File: config.mk
export PLATFORM = sky130hd
export DESIGN_NAME = sequencer
export DESIGN_NICKNAME = d
export VERILOG_FILES = /design/src/rtl/sequencer.sv
export SDC_FILE = /design/constraint.sdc
export NUM_CORES = 1
export LEC_CHECK = 0
export CORE_AREA = 4 4 41 43
export CTS_CLUSTER_SIZE = 24
export DETAILED_ROUTE_END_ITERATION = 6
export DIE_AREA = 0 0 45 47
export PLACE_DENSITY = 0.64
export SYNTH_ARGS = -nofsm -noshare
export SYNTH_HDL_FRONTEND = slang
export SYNTH_SLANG_ARGS = --single-unit
export TNS_END_PERCENT = 5
File: constraint.sdc
create_clock -name clock -period 3.26 [get_ports clock]
set_input_delay 0.652 -clock clock [delete_from_list [all_inputs] [get_ports clock]]
set_output_delay 0.652 -clock clock [all_outputs]
set_load 0.01 [all_outputs]
File: src/rtl/sequencer.sv
// sequencer: control FSM for a simple accumulator CPU.
// Drives the bus-enable and register-load strobes for the fetch, decode,
// memory-read, execute and store phases of each instruction.
//
// Ports:
//   clock, reset         rising-edge clock; asynchronous active-high reset
//   op[OP_W-1:0]         opcode from IR (looked at in DECODE and EXEC only)
//   z_flag               accumulator-zero flag (decides BNE in DECODE)
//   PC_bus, load_PC, INC_PC                  program counter controls
//   load_IR, Addr_bus                        instruction register controls
//   load_MAR, CS, R_NW, MDR_bus, load_MDR    memory controls (R_NW: 1=read)
//   ACC_bus, load_ACC, ALU_ACC, ALU_add, ALU_sub  accumulator/ALU controls
//   instr_done           one-cycle pulse in the last state of each instruction
module sequencer #(
  parameter int OP_W = 3
) (
  input  logic            clock,
  input  logic            reset,
  input  logic [OP_W-1:0] op,
  input  logic            z_flag,
  output logic            PC_bus,
  output logic            load_PC,
  output logic            INC_PC,
  output logic            load_IR,
  output logic            Addr_bus,
  output logic            load_MAR,
  output logic            CS,
  output logic            R_NW,
  output logic            MDR_bus,
  output logic            load_MDR,
  output logic            ACC_bus,
  output logic            load_ACC,
  output logic            ALU_ACC,
  output logic            ALU_add,
  output logic            ALU_sub,
  output logic            instr_done
);

  typedef enum logic [2:0] {
    S_FETCH0, S_FETCH1, S_FETCH2, S_DECODE,
    S_RD,     S_EXEC,   S_ST0,    S_ST1
  } state_t;

  state_t r_state;

  logic w_is_load, w_is_store, w_is_add, w_is_sub, w_is_bne, w_is_mem_rd;

  assign w_is_load   = (op == OP_W'(0));
  assign w_is_store  = (op == OP_W'(1));
  assign w_is_add    = (op == OP_W'(2));
  assign w_is_sub    = (op == OP_W'(3));
  assign w_is_bne    = (op == OP_W'(4));
  assign w_is_mem_rd = w_is_load | w_is_add | w_is_sub;

  always_ff @(posedge clock or posedge reset) begin
    if (reset) begin
      r_state <= S_FETCH0;
    end else begin
      case (r_state)
        S_FETCH0: r_state <= S_FETCH1;
        S_FETCH1: r_state <= S_FETCH2;
        S_FETCH2: r_state <= S_DECODE;
        S_DECODE: begin
          if (w_is_mem_rd)     r_state <= S_RD;
          else if (w_is_store) r_state <= S_ST0;
          else                 r_state <= S_FETCH0;
        end
        S_RD:     r_state <= S_EXEC;
        S_EXEC:   r_state <= S_FETCH0;
        S_ST0:    r_state <= S_ST1;
        S_ST1:    r_state <= S_FETCH0;
        default:  r_state <= S_FETCH0;
      endcase
    end
  end

  // Strobes are decoded from the current state (plus op/z_flag in DECODE
  // and EXEC) and gated by reset itself, so an asserted reset drops CS and
  // restores R_NW without waiting for the state register to clear.
  always_comb begin
    PC_bus     = 1'b0;
    load_PC    = 1'b0;
    INC_PC     = 1'b0;
    load_IR    = 1'b0;
    Addr_bus   = 1'b0;
    load_MAR   = 1'b0;
    CS         = 1'b0;
    R_NW       = 1'b1;
    MDR_bus    = 1'b0;
    load_MDR   = 1'b0;
    ACC_bus    = 1'b0;
    load_ACC   = 1'b0;
    ALU_ACC    = 1'b0;
    ALU_add    = 1'b0;
    ALU_sub    = 1'b0;
    instr_done = 1'b0;
    if (!reset) begin
      case (r_state)
        S_FETCH0: begin
          PC_bus   = 1'b1;
          load_MAR = 1'b1;
          INC_PC   = 1'b1;
          load_PC  = 1'b1;
        end
        S_FETCH1: CS = 1'b1;
        S_FETCH2: begin
          MDR_bus = 1'b1;
          load_IR = 1'b1;
        end
        S_DECODE: begin
          if (w_is_mem_rd || w_is_store) begin
            Addr_bus = 1'b1;
            load_MAR = 1'b1;
          end else begin
            instr_done = 1'b1;
            if (w_is_bne && !z_flag) begin
              Addr_bus = 1'b1;
              load_PC  = 1'b1;
            end
          end
        end
        S_RD: CS = 1'b1;
        S_EXEC: begin
          MDR_bus    = 1'b1;
          load_ACC   = 1'b1;
          instr_done = 1'b1;
          if (w_is_add) begin
            ALU_ACC = 1'b1;
            ALU_add = 1'b1;
          end else if (w_is_sub) begin
            ALU_ACC = 1'b1;
            ALU_sub = 1'b1;
          end
        end
        S_ST0: begin
          ACC_bus  = 1'b1;
          load_MDR = 1'b1;
        end
        S_ST1: begin
          CS         = 1'b1;
          R_NW       = 1'b0;
          instr_done = 1'b1;
        end
        default: ;
      endcase
    end
  end

endmodule

==> metrics.md <==
| Metric | Value |
|---|---|
| Status | `finished, final reports clean` |
| Reg power frac | `32.2%` |
| WP data arrival | `2290 ps` |
| Synth Warn # | `0` |
| Period utilization | `approximately nine tenths` |
| Slowest cell on crit path | `clkdlybuf4s50_1` |
| Peak Freq | `between 300 and 400 MHz` |
| Cell Area, Synth | `359 um2` |
| Post-synth cell types | `28` |
| I/O pins | `22` |
| Port Buffers | `21` |
| Via/cell ratio | `4.72` |
| Biggest regs | `r_state (3)` |
| H-tree levels | `1` |
| Post-DP HPWL | `720 um` |
| Tot GR Track Use | `a little over a tenth` |
| Largest net degree at the start of global routing | `17` |
| Critical path type | `in -> out` |
| Synth-to-layout area growth | `63.4%` |
| NumNets Final | `73` |
| DRC viols | `0` |
| Starting Density | `between 20% and 30%` |
| Core ar. | `1300 um2` |
| TritonCTS buffer count | `3` |
| Rows | `13` |
| Clk buf depth | `2` |
| First-pass GRT wire length | `1690 um` |
| Cell Area, Placed | `approximately 560 um2` |
| Final Hold Fails | `0` |
| Share of post-route cells with drive strength above 1 | `under 10%` |
| Cells after synthesis | `46` |
| Final setup violation count | `0` |
| Leading area contributor after synthesis | `dfrtp_1` |
| Pins Over Slew Limit | `0` |
| Cell Pwr Density | `446 nW/um2` |
| Clock share of power | `24.7%` |
| Die Ht | `47 um` |
| Via count | `between 300 and 400` |
| Hold_sp | `r_state[0]` |
| Hold-fix buffers, CTS | `0` |
| Clk Latency, worst-skew pair | `230 ps` |
| R2r setup slk | `around 2200 ps` |
| Clock Skews | `roughly 0.54 ps` |
| CTS sink count | `3` |
| Yosys top cell area share | `20.9%` |
| Slew headroom | `68.6%` |
| DIE AREA | `approximately 2100 um2` |
| Routability congestion estimate | `approximately 0.73` |
| Synthesized area per cell | `7.81 um2` |
| Tot Pwr | `around 0.26 mW` |
| Hold WC Path Type | `reg -> reg` |
| Worst slew pin tran | `471 ps` |
| Length in cells of the worst reg-to-reg path | `2` |
| P_leak | `0.237 nW` |
| CP peak stage delay | `around 570 ps` |
| Crit path depth | `4` |
| Setup bufs post-CTS | `0` |
| CTS tree | `built` |
| VDD IR max | `0.267 mV` |
| GRT overflow | `0` |
| PostCTS Resize Cnt | `0` |
| Cell family contributing the most delay on the critical path | `buffers and inverters` |
| Cell area after layout | `587 um2` |
| Comb power frac | `43.0%` |
| Post-DRT Antenna Nets | `0` |
| Most area-consuming cells after synthesis | `dfrtp_1 (21%), buf_2 (5.6%), nor2b_1 (5.2%)` |
| Final WL | `973 um` |
| Clk root buf | `clkbuf_4` |
| Reg clk slew, reported paths | `40 ps` |
| Critical path launch point type | `primary input` |
| CP Launch Point | `reset` |
| TritonRoute pass-1 iters | `2` |
| Antenna cells | `0` |
| CP Cell Sequence | `clkdlybuf4s50_1 > or4b_1 > o31ai_1 > clkdlybuf4s50_1` |
| Internal | `0.163 mW` |
| MaxCap Viol Count | `0` |
| Worst Path Max Fanout | `7` |
| Routed len/inst | `12.0 um` |
| Setup_tns | `0 ps` |
| Yosys reg bits | `3` |
| Proportion of synthesized chip area in sequential cells | `20.9%` |
| WHS Path Cells | `1` |
| Max reg flops | `3` |
| RSZ-0062 raised after global routing | `no` |
| Vias in the first global route | `363` |
| Worst setup EP type | `output pin` |
| 1st-iter DRT viols | `3` |
| CP required | `2610 ps` |
| Switching power | `0.0989 mW` |
| Sw Share | `37.8%` |
| Most flops, register | `r_state` |
| Final min period | `2940 ps` |
| Initial antenna violation count | `0` |
| Worst Path Buf+Inv | `2` |
| Reg-to-Reg Start | `r_state[0]` |
| Die X | `45 um` |
| Post-synth net total | `between 50 and 60` |
| CP most frequent cell | `clkdlybuf4s50_1` |
==> synth_stat cells <==
library cell,n
and4_1,1
o211a_1,1
or3b_1,1
nor2b_1,3
nand2b_1,2
nand4_1,1
nor4b_1,1
nand4bb_1,1
and4b_1,1
inv_1,4
nor2_1,2
a21oi_1,2
o31ai_1,1
nand3b_1,2
or4b_1,1
dfrtp_1,3
o31a_1,1
nor4_1,2
a211oi_1,1
a21o_1,1
nor3b_1,1
buf_4,2
nor3_1,2
nor4_2,1
nand2_1,2
a22o_1,1
buf_2,4
or2_1,1
==> cell families (layout without fill, tap and decap cells) <==
kind of cell,Yosys count,after routing,share of synthesized area [%]
AOI/OAI and AO/OA,8,8,16.7
buffers and inverters,10,30,13.9
DFF,3,3,20.9
and+or+nand+nor,25,25,48.4
==> path summary, 6_finish.rpt <==
kind,end
setup / recovery,CS
hold / removal,r_state[0]
setup reg to reg,r_state[1]
hold reg to reg,r_state[0]
max in group asynchronous,r_state[0]
min in group asynchronous,r_state[2]
==> power groups by stage <==
stage          Clock (mW)  Sequential (mW)  Combinational [mW]
2_1_floorplan           0           0.0590              0.0883
3_3_place_gp            0           0.0846               0.114
3_5_place_dp            0           0.0841               0.114
4_1_cts            0.0659           0.0834               0.115
5_1_grt            0.0729           0.0910               0.124
6_report           0.0648           0.0844               0.113
==> placed cells by master (no fill, tap or decap), drive strengths merged, types with 2 or more instances in the layout <==
master	count
a21oi	2
nor3	2
nor2	2
nand2	2
nor4	3
nand2b	2
nand3b	2
dfrtp	3
clkbuf	4
clkdlybuf4s50	21
nor2b	3
inv	4
==> per-stage QoR <==
step                hold slack, ps  setup slack [ps]  utilization (%)  instances
floorplan                      583              1240                -         46
global placement               714               318             43.1         77
detailed placement             701               299             43.1         77
CTS                            716               300             45.1         81
global route                   777               153             45.1         81
finish                         720               318             45.1         81
==> area by class of cell <==
cell class / count / area, um2
fillers: 144 / 714
well taps: 15 / 18.8
flip-flops and latches: 3 / 75.1
repair buffers: 22 / 218
multi-input cells: 33 / 234
clock buffers: 4 / 26.3
inverters: 4 / 15.0
==> routing by layer <==
| metal | GRT usage [%] | vias up | wire length, um |
|---|---|---|---|
| met4 | 1.75 | 0 | 0 |
| met3 | 5.36 | 0 | 76 |
| met2 | 14.7 | 10 | 433 |
| met5 | 0 | - | 0 |
| li1 | - | 204 | - |
| met1 | 15.3 | 168 | 462 |
No activity file was read; power rests on OpenSTA's default activity.
